### config.mk
export PLATFORM = sky130hd
export DESIGN_NAME = skin_bbox
export DESIGN_NICKNAME = d
export VERILOG_FILES = /design/src/rtl/skin_bbox_pkg.sv /design/src/rtl/skin_bbox_raster_pos.sv /design/src/rtl/skin_bbox.sv
export SDC_FILE = /design/constraint.sdc
export NUM_CORES = 1
export LEC_CHECK = 0
export CAP_MARGIN = 5
export CELL_PAD_IN_SITES_DETAIL_PLACEMENT = 1
export CELL_PAD_IN_SITES_GLOBAL_PLACEMENT = 2
export CORE_UTILIZATION = 35
export DETAILED_ROUTE_END_ITERATION = 8
export PLACE_DENSITY = 0.75
export SYNTH_ARGS = -nofsm -noshare
export SYNTH_HDL_FRONTEND = slang
export SYNTH_SLANG_ARGS = --single-unit
### constraint.sdc
create_clock -name clk -period 5.1 [get_ports clk]
set_input_delay 1.02 -clock clk [delete_from_list [all_inputs] [get_ports clk]]
set_output_delay 1.02 -clock clk [all_outputs]
set_load 0.01 [all_outputs]
### src/rtl/skin_bbox_pkg.sv
// Shared widths, report threshold and FSM encoding for the skin-mask frame statistics stages.
package skin_bbox_pkg;
  localparam int X_W_DEF      = 11;
  localparam int Y_W_DEF      = 11;
  localparam int AREA_W_DEF   = 22;
  localparam int MIN_AREA_DEF = 64;

  typedef enum logic {
    WAIT  = 1'b0,
    ACCUM = 1'b1
  } state_t;
endpackage

### src/rtl/skin_bbox_raster_pos.sv
// Raster position tracker: saturating column/row counters plus the vsync frame-edge strobe.
module raster_pos
  import skin_bbox_pkg::*;
#(
  parameter int X_W = X_W_DEF,
  parameter int Y_W = Y_W_DEF
) (
  input  logic           clk,
  input  logic           rst,
  input  logic           ce,
  input  logic           de,
  input  logic           vsync,
  output logic [X_W-1:0] x,
  output logic [Y_W-1:0] y,
  output logic           fe
);
  logic de_d, vs_d;

  always_ff @(posedge clk or posedge rst) begin
    if (rst) begin
      x    <= '0;
      y    <= '0;
      de_d <= 1'b0;
      vs_d <= 1'b0;
    end else if (ce) begin
      de_d <= de;
      vs_d <= vsync;
      if (!de)           x <= '0;
      else if (x != '1) x <= x + X_W'(1);
      // a vsync edge wins over a coincident line end so each frame starts at row 0
      if (vsync && !vs_d)                  y <= '0;
      else if (de_d && !de && (y != '1))   y <= y + Y_W'(1);
    end
  end

  assign fe = ce & vsync & ~vs_d;
endmodule

### src/rtl/skin_bbox.sv
// Per-frame bounding box and area of non-zero mask pixels, published with a valid pulse at frame end.
module skin_bbox
  import skin_bbox_pkg::*;
#(
  parameter int X_W      = X_W_DEF,
  parameter int Y_W      = Y_W_DEF,
  parameter int AREA_W   = AREA_W_DEF,
  parameter int MIN_AREA = MIN_AREA_DEF
) (
  input  logic              clk,
  input  logic              rst,
  input  logic              ce,
  input  logic              de,
  input  logic              vsync,
  input  logic [7:0]        mask,
  output logic [X_W-1:0]    x_min,
  output logic [X_W-1:0]    x_max,
  output logic [Y_W-1:0]    y_min,
  output logic [Y_W-1:0]    y_max,
  output logic [AREA_W-1:0] area,
  output logic              empty,
  output logic              valid
);
  logic [X_W-1:0]    x, xmin, xmax, n_xmin, n_xmax;
  logic [Y_W-1:0]    y, ymin, ymax, n_ymin, n_ymax;
  logic [AREA_W-1:0] acc_area, n_area;
  logic              fe, skin, valid_q;
  state_t            state;

  raster_pos #(.X_W(X_W), .Y_W(Y_W)) u_pos (
    .clk(clk), .rst(rst), .ce(ce), .de(de), .vsync(vsync),
    .x(x), .y(y), .fe(fe)
  );

  assign skin = (state == ACCUM) && de && (mask != 8'd0);

  // next accumulator values including the current pixel, so a pixel on the fe cycle closes its frame
  always_comb begin
    n_xmin = xmin;
    n_xmax = xmax;
    n_ymin = ymin;
    n_ymax = ymax;
    n_area = acc_area;
    if (skin) begin
      if (x < xmin) n_xmin = x;
      if (x > xmax) n_xmax = x;
      if (y < ymin) n_ymin = y;
      if (y > ymax) n_ymax = y;
      if (acc_area != '1) n_area = acc_area + AREA_W'(1);
    end
  end

  always_ff @(posedge clk or posedge rst) begin
    if (rst) begin
      state    <= WAIT;
      xmin     <= '0;
      xmax     <= '0;
      ymin     <= '0;
      ymax     <= '0;
      acc_area <= '0;
      x_min    <= '0;
      x_max    <= '0;
      y_min    <= '0;
      y_max    <= '0;
      area     <= '0;
      empty    <= 1'b1;
      valid_q  <= 1'b0;
    end else if (ce) begin
      valid_q <= 1'b0;
      if (fe) begin
        if (state == ACCUM) begin
          area    <= n_area;
          valid_q <= 1'b1;
          if (n_area >= AREA_W'(MIN_AREA)) begin
            empty <= 1'b0;
            x_min <= n_xmin;
            x_max <= n_xmax;
            y_min <= n_ymin;
            y_max <= n_ymax;
          end else begin
            empty <= 1'b1;
          end
        end
        state    <= ACCUM;
        xmin     <= '1;
        xmax     <= '0;
        ymin     <= '1;
        ymax     <= '0;
        acc_area <= '0;
      end else begin
        xmin     <= n_xmin;
        xmax     <= n_xmax;
        ymin     <= n_ymin;
        ymax     <= n_ymax;
        acc_area <= n_area;
      end
    end
  end

  // the pulse register holds through ce=0 and only shows in an enabled cycle
  assign valid = valid_q & ce;
endmodule

==> flow_summary.toml <==
[status]
status = "finished clean"

[critical_path]
cp.required_ns = 5.41
arrival_ns = 4.43
cp-start-kind = "primary input"
cp-end-kind = "register"
r2r_slack_ns = 1.40
critPathKind = "in2reg"
worstPathMaxFanout = 36

[floorplan]
die_w_um = 159.7
dieArea_um2 = 25490
io_pins = 81
initial_utilization_pct = 35.78
design.core.area_um2 = 24320
row_count = 57
die_height_um = 159.7

[global_route]
grt_pass1_vias = 6683
antenna_found_initial = 0
grt_use_total_pct = 18.02
grt-ovfl-total = 0
grt_pass1_wl_um = 36290
grt_max_degree = 48

[sta]
rsz0062_at_grt = "no"
finalCriticalPeriod_ns = 4.115
finalSetupTns_ns = 0
tightest_slew_ns = 0.8397
final_hold_viol_count = 0
clock_skew_ns = 0.01069
fin_crit_sh_pct = 80.69
setup_viol = 0
fmax_mhz = 243.0
maxSlewViolCount = 0
slew_headroom_pct = 43.65

[clock_network]
clk_latency_ns = 0.43
cts_setup_buffers = 0
clk_pin_slew_ns = 0.06
root_buffer = "clkbuf_16"
cts_buffers = 17
hold_buffers = 0
cts_tree = "done"
cts_resized = 0
htree_levels = 4
cts_sinks = 159
ctsLongestPathBuffers = 2

[drt]
antenna_violating_nets_post_route = 0
num_vias = 6251
wire_per_inst_um = 17.90
avgViaCountPerCell = 5.158
wl_met2_um = 10440
drtPass1Iterations = 4
wl_um = 21700
top_layer_used = "met4"
drt_first_iter_violations = 244
dr_wl_met3_um = 459
drt-met1-wl_um = 10490
drcViolationCount = 0

[synthesis]
synth_top_area_share_pct = 45.44
yosys-top-cells-count = "dfrtp_1, nand2_1, inv_1"
synthesis.instances = 797
synth_edf_count = 0
synthFlopType = "dfrtp_1"
syn_area_per_cell_um2 = 10.92
synth.yosys.warnings = 0
synth_top_cell_by_area = "dfrtp_1"
ys_seq_elements = 159
netlist_area_um2 = 8701
synthTopCellsByArea = "dfrtp_1, mux2_4, ha_1, mux2_2, nand2_1"
syn_nets = 855
ys_types = 59
yosysMostFrequentCell = "dfrtp_1"
async_flop_share_pct = 100.0
yosysSeqAreaShare_pct = 45.74

[final_layout]
diodes = 0
drive_above_1_share_pct = 16.78
nets = 933
nFillCells = 2654
syn_to_final_growth_pct = 20.59
reg_top3 = "acc_area x22, area x22"

[power]
irDropWorstVdd_mv = 0.2196
p_total_uw = 3950
p_leak_uw = 0.004652
powerDensity_nw_per_um2 = 376.5

[placement]
hpwl_um = 15170
gp_congestion = 0.7690
port_buffers = 80

[run]
maxCapViolCount = 0

[worst_hold_path]
hold_class = "reg2reg"
==> per-layer routing <==
metal  vias up  global-route usage, %
met3        20                  3.325
met2        65                  29.65
met4         0                  5.026
met5         -                      0
met1      3159                  24.21
li1       3007                      -
==> final timing paths <==
path,start,endpoint,cells past startpoint
hold reg to reg,area[13],area[13],2
setup reg to reg,acc_area[0],x_min[5],10
setup / recovery,mask[7],x_min[5],10
min in group asynchronous,rst,acc_area[15],2
max in group asynchronous,rst,u_pos.x[0],3
hold / removal,area[13],area[13],2
==> worst max-delay path, stage by stage <==
cell and delay [ns]:
clkdlybuf4s50_1 0.39, nor4_1 0.41, a21o_1 0.61, a21oi_1 0.20
and3_1 0.27, xnor2_1 0.14, and4_4 0.19, a21oi_4 0.42
buf_12 0.35, mux2_2 0.37
==> metrics by stage <==
step / util [%] / instances / hold slack (ns) / cell area (µm²) / setup slack (ns)
final: 43.14 / 1212 / 0.4772 / 10490 / 0.9847
after global routing: 43.14 / 1212 / 0.5188 / 10490 / 0.8022
after detailed placement: 40.52 / 1180 / 0.4712 / 9854 / 0.4980
after CTS: 43.14 / 1212 / 0.4855 / 10490 / 0.9656
after global placement: 40.52 / 1180 / 0.4647 / 9854 / 0.5993
after floorplan: - / 797 / 0.4600 / 8705 / 1.771
==> cell usage in the layout (no fill, tap or decap), drive strengths merged, types with 8 or more instances in the layout <==
master	synthesis	final
nand3	25	25
xor2	11	11
inv	59	59
xnor2	19	19
o22ai	11	11
nand4	15	15
o21ai	53	53
buf	11	21
and3	8	8
o31ai	8	8
nand2	73	73
o22a	22	22
a21o	9	9
dfrtp	158	158
and4	8	8
a22o	11	11
ha	45	45
a21oi	25	25
a32o	12	12
mux2	81	81
nor2	24	24
mux2i	12	12
clkdlybuf4s50	0	80
clkbuf	31	22
==> report_power, final <==
part	switching, µW	leakage [µW]	internal [µW]
logic	416	0.00226	542
registers	138	0.00209	1450
clock network	521	0.000305	882
total	1080	0.00465	2870
==> final cells by class <==
| cell class | count | area (µm²) | area share, % |
|---|---|---|---|
| clock buffer | 22 | 454.2 | 4.329 |
| inverter | 59 | 225.2 | 2.146 |
| tap | 324 | 405.4 | 3.864 |
| timing repair buffer | 101 | 970.9 | 9.253 |
| sequential | 159 | 3980 | 37.93 |
| multi-input combinational | 537 | 4273 | 40.72 |
| clock inverter | 10 | 183.9 | 1.753 |
==> kinds of logic (layout without fill, tap and decap cells) <==
group / count (synthesis) / in the layout / synth area share (%)
mux: 93 / 93 / 13.50
fa+ha+maj: 45 / 45 / 6.471
buf+inv: 101 / 192 / 5.263
simple gates: 189 / 189 / 11.42
compound gates: 180 / 180 / 14.50
flops: 159 / 159 / 45.74
xor+xnor: 30 / 30 / 3.106
(Power assumes the default switching activity.)
